File: src/rtl/mem_test_pkg.sv
// Shared state and pattern-mode encodings for the memory verification blocks.
package mem_test_pkg;

    typedef enum logic [1:0] {
        IDLE  = 2'd0,
        READ  = 2'd1,
        DRAIN = 2'd2,
        DONE  = 2'd3
    } state_t;

    typedef enum logic [1:0] {
        MODE_ADDR  = 2'd0,
        MODE_NADDR = 2'd1,
        MODE_SEED  = 2'd2,
        MODE_WALK1 = 2'd3
    } mode_t;

endpackage

File: src/rtl/mem_pattern.sv
// Combinational expected-data generator; shared by the verifier and the pattern writer.
module mem_pattern
    import mem_test_pkg::*;
#(
    parameter int unsigned           DATA_WIDTH = 16,
    parameter int unsigned           ADDR_WIDTH = 10,
    parameter logic [DATA_WIDTH-1:0] SEED       = 16'hA5A5
) (
    input  logic [1:0]            mode,
    input  logic [ADDR_WIDTH-1:0] addr,
    output logic [DATA_WIDTH-1:0] expected
);

    logic [DATA_WIDTH-1:0] w_addr_ext;

    always_comb begin
        w_addr_ext = DATA_WIDTH'(addr);
        expected   = w_addr_ext;
        case (mode_t'(mode))
            MODE_ADDR:  expected = w_addr_ext;
            MODE_NADDR: expected = ~w_addr_ext;
            MODE_SEED:  expected = SEED;
            MODE_WALK1: expected = DATA_WIDTH'(1) << addr[3:0];
            default:    expected = w_addr_ext;
        endcase
    end

endmodule

File: src/rtl/mem_verify.sv
// Read-only BRAM checker: sweeps BASE_ADDR..LAST_ADDR and counts words differing from a pattern.
// Define MEM_VERIFY_STOP_ON_ERR_EN to end a pass at the first mismatch.
module mem_verify
    import mem_test_pkg::*;
#(
    parameter int unsigned           DATA_WIDTH = 16,
    parameter int unsigned           ADDR_WIDTH = 10,
    parameter int unsigned           BASE_ADDR  = 0,
    parameter int unsigned           LAST_ADDR  = 1023,
    parameter logic [DATA_WIDTH-1:0] SEED       = 16'hA5A5
) (
    input  logic                  clk,
    input  logic                  rst,
    input  logic                  start,
    input  logic [1:0]            mode,
    output logic [ADDR_WIDTH-1:0] addr,
    input  logic [DATA_WIDTH-1:0] q,
    output logic                  busy,
    output logic                  done,
    output logic                  pass,
    output logic [ADDR_WIDTH:0]   err_count,
    output logic [ADDR_WIDTH-1:0] first_err_addr,
    output logic [DATA_WIDTH-1:0] first_err_data
);

    localparam logic [ADDR_WIDTH-1:0] L_BASE = ADDR_WIDTH'(BASE_ADDR);
    localparam logic [ADDR_WIDTH-1:0] L_LAST = ADDR_WIDTH'(LAST_ADDR);

    state_t                r_state;
    state_t                w_next;
    mode_t                 r_mode;
    logic [ADDR_WIDTH-1:0] r_addr;
    logic [ADDR_WIDTH-1:0] r_addr_d;
    logic                  r_cmp_v;
    logic [ADDR_WIDTH:0]   r_err_count;
    logic [ADDR_WIDTH-1:0] r_first_addr;
    logic [DATA_WIDTH-1:0] r_first_data;
    logic [DATA_WIDTH-1:0] w_expected;
    logic                  w_mismatch;
    logic                  w_launch;

    // Pattern is evaluated on the delayed address so it lines up with q.
    mem_pattern #(
        .DATA_WIDTH(DATA_WIDTH),
        .ADDR_WIDTH(ADDR_WIDTH),
        .SEED      (SEED)
    ) u_pattern (
        .mode    (r_mode),
        .addr    (r_addr_d),
        .expected(w_expected)
    );

    assign w_mismatch = r_cmp_v && (q != w_expected);
    assign w_launch   = start && ((r_state == IDLE) || (r_state == DONE));

    always_comb begin
        w_next = r_state;
        case (r_state)
            IDLE:    if (start) w_next = READ;
            READ:    if (r_addr == L_LAST) w_next = DRAIN;
            DRAIN:   w_next = DONE;
            DONE:    if (start) w_next = READ;
            default: w_next = IDLE;
        endcase
`ifdef MEM_VERIFY_STOP_ON_ERR_EN
        if (w_mismatch) w_next = DONE;
`endif
    end

    always_ff @(posedge clk or negedge rst) begin
        if (!rst) begin
            r_state      <= IDLE;
            r_mode       <= MODE_ADDR;
            r_addr       <= '0;
            r_addr_d     <= '0;
            r_cmp_v      <= 1'b0;
            r_err_count  <= '0;
            r_first_addr <= '0;
            r_first_data <= '0;
        end else begin
            r_state  <= w_next;
            r_addr_d <= r_addr;
            // A read issued on the edge that ends the pass early must not be compared.
            r_cmp_v  <= (r_state == READ) && (w_next != DONE);
            if (w_launch) begin
                r_addr       <= L_BASE;
                r_mode       <= mode_t'(mode);
                r_err_count  <= '0;
                r_first_addr <= '0;
                r_first_data <= '0;
            end else begin
                if ((r_state == READ) && (r_addr != L_LAST))
                    r_addr <= r_addr + 1'b1;
                if (w_mismatch) begin
                    if (r_err_count != '1)
                        r_err_count <= r_err_count + 1'b1;
                    if (r_err_count == '0) begin
                        r_first_addr <= r_addr_d;
                        r_first_data <= q;
                    end
                end
            end
        end
    end

    assign addr           = r_addr;
    assign busy           = (r_state == READ) || (r_state == DRAIN);
    assign done           = (r_state == DONE);
    assign pass           = (r_state == DONE) && (r_err_count == '0);
    assign err_count      = r_err_count;
    assign first_err_addr = r_first_addr;
    assign first_err_data = r_first_data;

endmodule

File: config.mk
export PLATFORM = sky130hd
export DESIGN_NAME = mem_verify
export DESIGN_NICKNAME = d
export VERILOG_FILES = /design/src/rtl/mem_test_pkg.sv /design/src/rtl/mem_pattern.sv /design/src/rtl/mem_verify.sv
export SDC_FILE = /design/constraint.sdc
export NUM_CORES = 1
export LEC_CHECK = 0
export BUFFER_PORTS_ARGS = -buffer_cell sky130_fd_sc_hd__clkbuf_2
export CORE_UTILIZATION = 59
export CTS_CLUSTER_SIZE = 28
export DETAILED_ROUTE_END_ITERATION = 8
export PLACE_DENSITY = 0.85
export SYNTH_ARGS = -nofsm -noshare
export SYNTH_HDL_FRONTEND = slang
export SYNTH_HIERARCHICAL = 1
export SYNTH_SLANG_ARGS = --single-unit
File: constraint.sdc
create_clock -name clk -period 4.66 [get_ports clk]
set_input_delay 0.932 -clock clk [delete_from_list [all_inputs] [get_ports clk]]
set_output_delay 0.932 -clock clk [all_outputs]
set_load 0.1 [all_outputs]
==> out/results.tsv <==
metric	value	unit
status	finished clean	
reg2reg_depth	8	
synth_edf_count	0	
initial_core_util	62.6	%
detail_route.vias_per_cell	6.17	
reg2reg_from	r_mode[0]	
timing_worst_slew_pin_value	1.07	ns
final_min_period_over_clock_period	72.0	%
mostFrequentLayoutCells	70 x clkbuf_2, 62 x dfrtp_1, 42 x a21oi_1, 32 x nand3_1, 23 x nand2_1	
synth_ff_type	dfrtp_1	
critical_path.endpoint_type	flop	
top_level_ports	71	
worst_hold_startpoint	addr[9]	
cts_tree	yes	
synthArstFlopShare	100	%
max_clock_freq	0.298	GHz
m1WireLength	3.54	mm
cts-root-to-sink-buffers	2	
route.met2.wl	4.14	mm
comb_power_share	57.6	%
wire_length_of_the_first_global_routing_pass	13.7	mm
mappedNetlistArea	3510	µm²
gate_count_of_the_mapped_netlist	362	
cts_made_buffers	9	
ctsRootBufferMaster	clkbuf_8	
start_kind	flop	
post_layout_nonfiller_instances	498	
whs_endpoint	r_addr_d[9]	
place_hpwl	5.65	mm
drv_cap	0	
register_area_share_after_synthesis	44.2	%
wl_met3	480	µm
grt_pass1_vias	2955	
p_int	1360	µW
p_sw_share	57.0	%
first_iter_violations	304	
total_vias_in_the_final_route	3071	
pwr-share-clk	15.3	%
clock-skew-final	0.00714	ns
synth.avg_cell_area	9.70	µm²
postRouteAntennaNets	0	
vdd_ir_drop_max	706	µV
end_of_the_worst_register_to_register_path	first_err_data[12]	
grt_max_degree	48	
ys_ff_latch	62	
resized_cells_post_cts	0	
worstHoldPathCells	0	
post_cts_buffers	0	
total_of_hold_buffers_inserted_after_clock_tree_synthesis	0	
fp.dieW	79.1	µm
grt.total_usage	28.5	%
max_stage_delay	0.82	ns
post_route_cells_drive_above_1_share	23.0	%
critical_path_required	4.92	ns
critical-path-slowest-cell	dfrtp_1	
wl_per_cell	16.8	µm
critical_path.cell_chain	and2_0 -> a221oi_1 -> xnor2_1 -> nand4_2 -> o41ai_4 -> buf_4 -> o21ai_0 -> a21oi_1	
wirelength	8.36	mm
post_route_drc	0	
ff2ff_setup_slack	1.30	ns
synthesis.nets	390	
synthDistinctLibCells	56	
clk_pin_slew_worst_paths	0.07	ns
cts_num_sinks	62	
critical_path_arrival	3.62	ns
critical_path_class	flop to flop	
diode_insertion_count_for_antenna_repair	0	
final.min_clock_period	3.36	ns
most_frequent_standard_cell_in_the_layout_excluding_fill_and_tap_cells	clkbuf_2	
final_hold_violations	0	
antenna_found_initial	0	
chipHeight	79.1	µm
setup_viol_count_final	0	
initial_drt_pass_iterations	5	
drv_slew	0	
nets	449	
power_frac_seq	27.1	%
placementRows	27	
port-buffer-count	70	
area_enclosed_by_the_die_boundary	6260	µm²
globalRoute.totalOverflow	0	
max_slew_margin_vs_limit	28.8	%
critPathMaxFanout	22	
topRoutingLayerUsed	met4	
rsz0062_at_grt	no	
placed_cells	482	
p_leak	0.00182	µW
syn2layout_area_growth	14.2	%
power_density	787	nW/µm²
gpl.final_weighted_congestion	0.865	
setup_tns	0	ns
synth-warning-count	6	
hold_path_class	flop to flop	
clock_insertion_delay_worst_skew	0.34	ns
coreArea	5610	µm²
clock_h_tree_levels	3	
power_switching	1800	µW
-- synth_stat cells (8+ instances only) --
cell      count  area share [%]
dfrtp_1      62              44
a21oi_1      42             6.0
nand3_1      32             4.6
nand2_1      23             2.5
o21ai_1      20             2.9
xnor2_1      17             4.2
nor2_1       15             1.6
o21ai_0      15             2.1
or3_1        10             1.8
nand4_1       9             1.6
buf_2         8             1.1
clkbuf_1      8            0.86
inv_1         8            0.86
-- stage by stage --
step	hold WS [ns]	power, µW	area (µm²)	setup slack [ns]	util, %
after floorplan	0.440	2440	3510	1.10	-
after global placement	0.451	2630	3810	1.60	67.9
after detailed placement	0.448	2670	3810	1.35	67.9
after CTS	0.464	3160	4010	1.34	71.5
after global routing	0.485	3320	4010	1.09	71.5
final	0.461	3160	4010	1.30	71.5
-- final cells by class --
cell class / instances / area [µm²]
Inverter: 8 / 30.0
Tap cell: 72 / 90.1
Clock inverter: 3 / 42.5
Fill cell: 462 / 1600
Multi-Input combinational cell: 266 / 1760
Timing Repair Buffer: 74 / 380
Sequential cell: 62 / 1550
Clock buffer: 13 / 159
-- state kept, by name (all words and copies together), names as in the netlist --
name,cells
r_state,2
r_cmp_v,1
addr,10
first_err_addr,10
first_err_data,16
r_mode,2
err_count,11
r_addr_d,10
-- how the worst max path moves through the flow --
stage / endpoint / startpoint
CTS: first_err_data[12] / r_mode[0]
finish: first_err_data[12] / r_mode[0]
global route: first_err_data[12] / r_mode[0]
floorplan: pass / err_count[8]
detailed placement: first_err_data[12] / r_mode[0]
global placement: first_err_data[9] / r_mode[0]
-- power by group through the flow --
stage	Clock, µW	Sequential (µW)	Combinational, µW
floorplan	0	1440	1000
global placement	0	849	1780
detailed placement	0	860	1810
CTS	490	851	1820
global route	513	880	1920
finish	484	854	1820
-- metal layers --
layer  up-vias  track usage [%]
met4         0             12.7
met3        18             6.21
met2       127             47.1
met5         -                0
li1       1449                -
met1      1477             35.9
-- logic make-up after synthesis --
group	after synthesis	share of synthesized area [%]
XOR/XNOR	27	7.38
flip-flops	62	44.2
adder cells (fa/ha/maj)	7	2.49
AO/OA/AOI/OAI	103	18.0
multiplexers	1	0.285
AND/OR/NAND/NOR	128	21.9
buffers and inverters	34	5.81
-- worst max-delay path, delay by kind of cell, from the launching register on --
family / cells / cell delay [ns]
AOI/OAI and AO/OA: 4 / 1.20
xor gates and xnor gates: 1 / 0.23
buffers and inverters: 1 / 0.34
DFF: 1 / 0.82
and+or+nand+nor: 2 / 0.68
(Power assumes the default switching activity.)
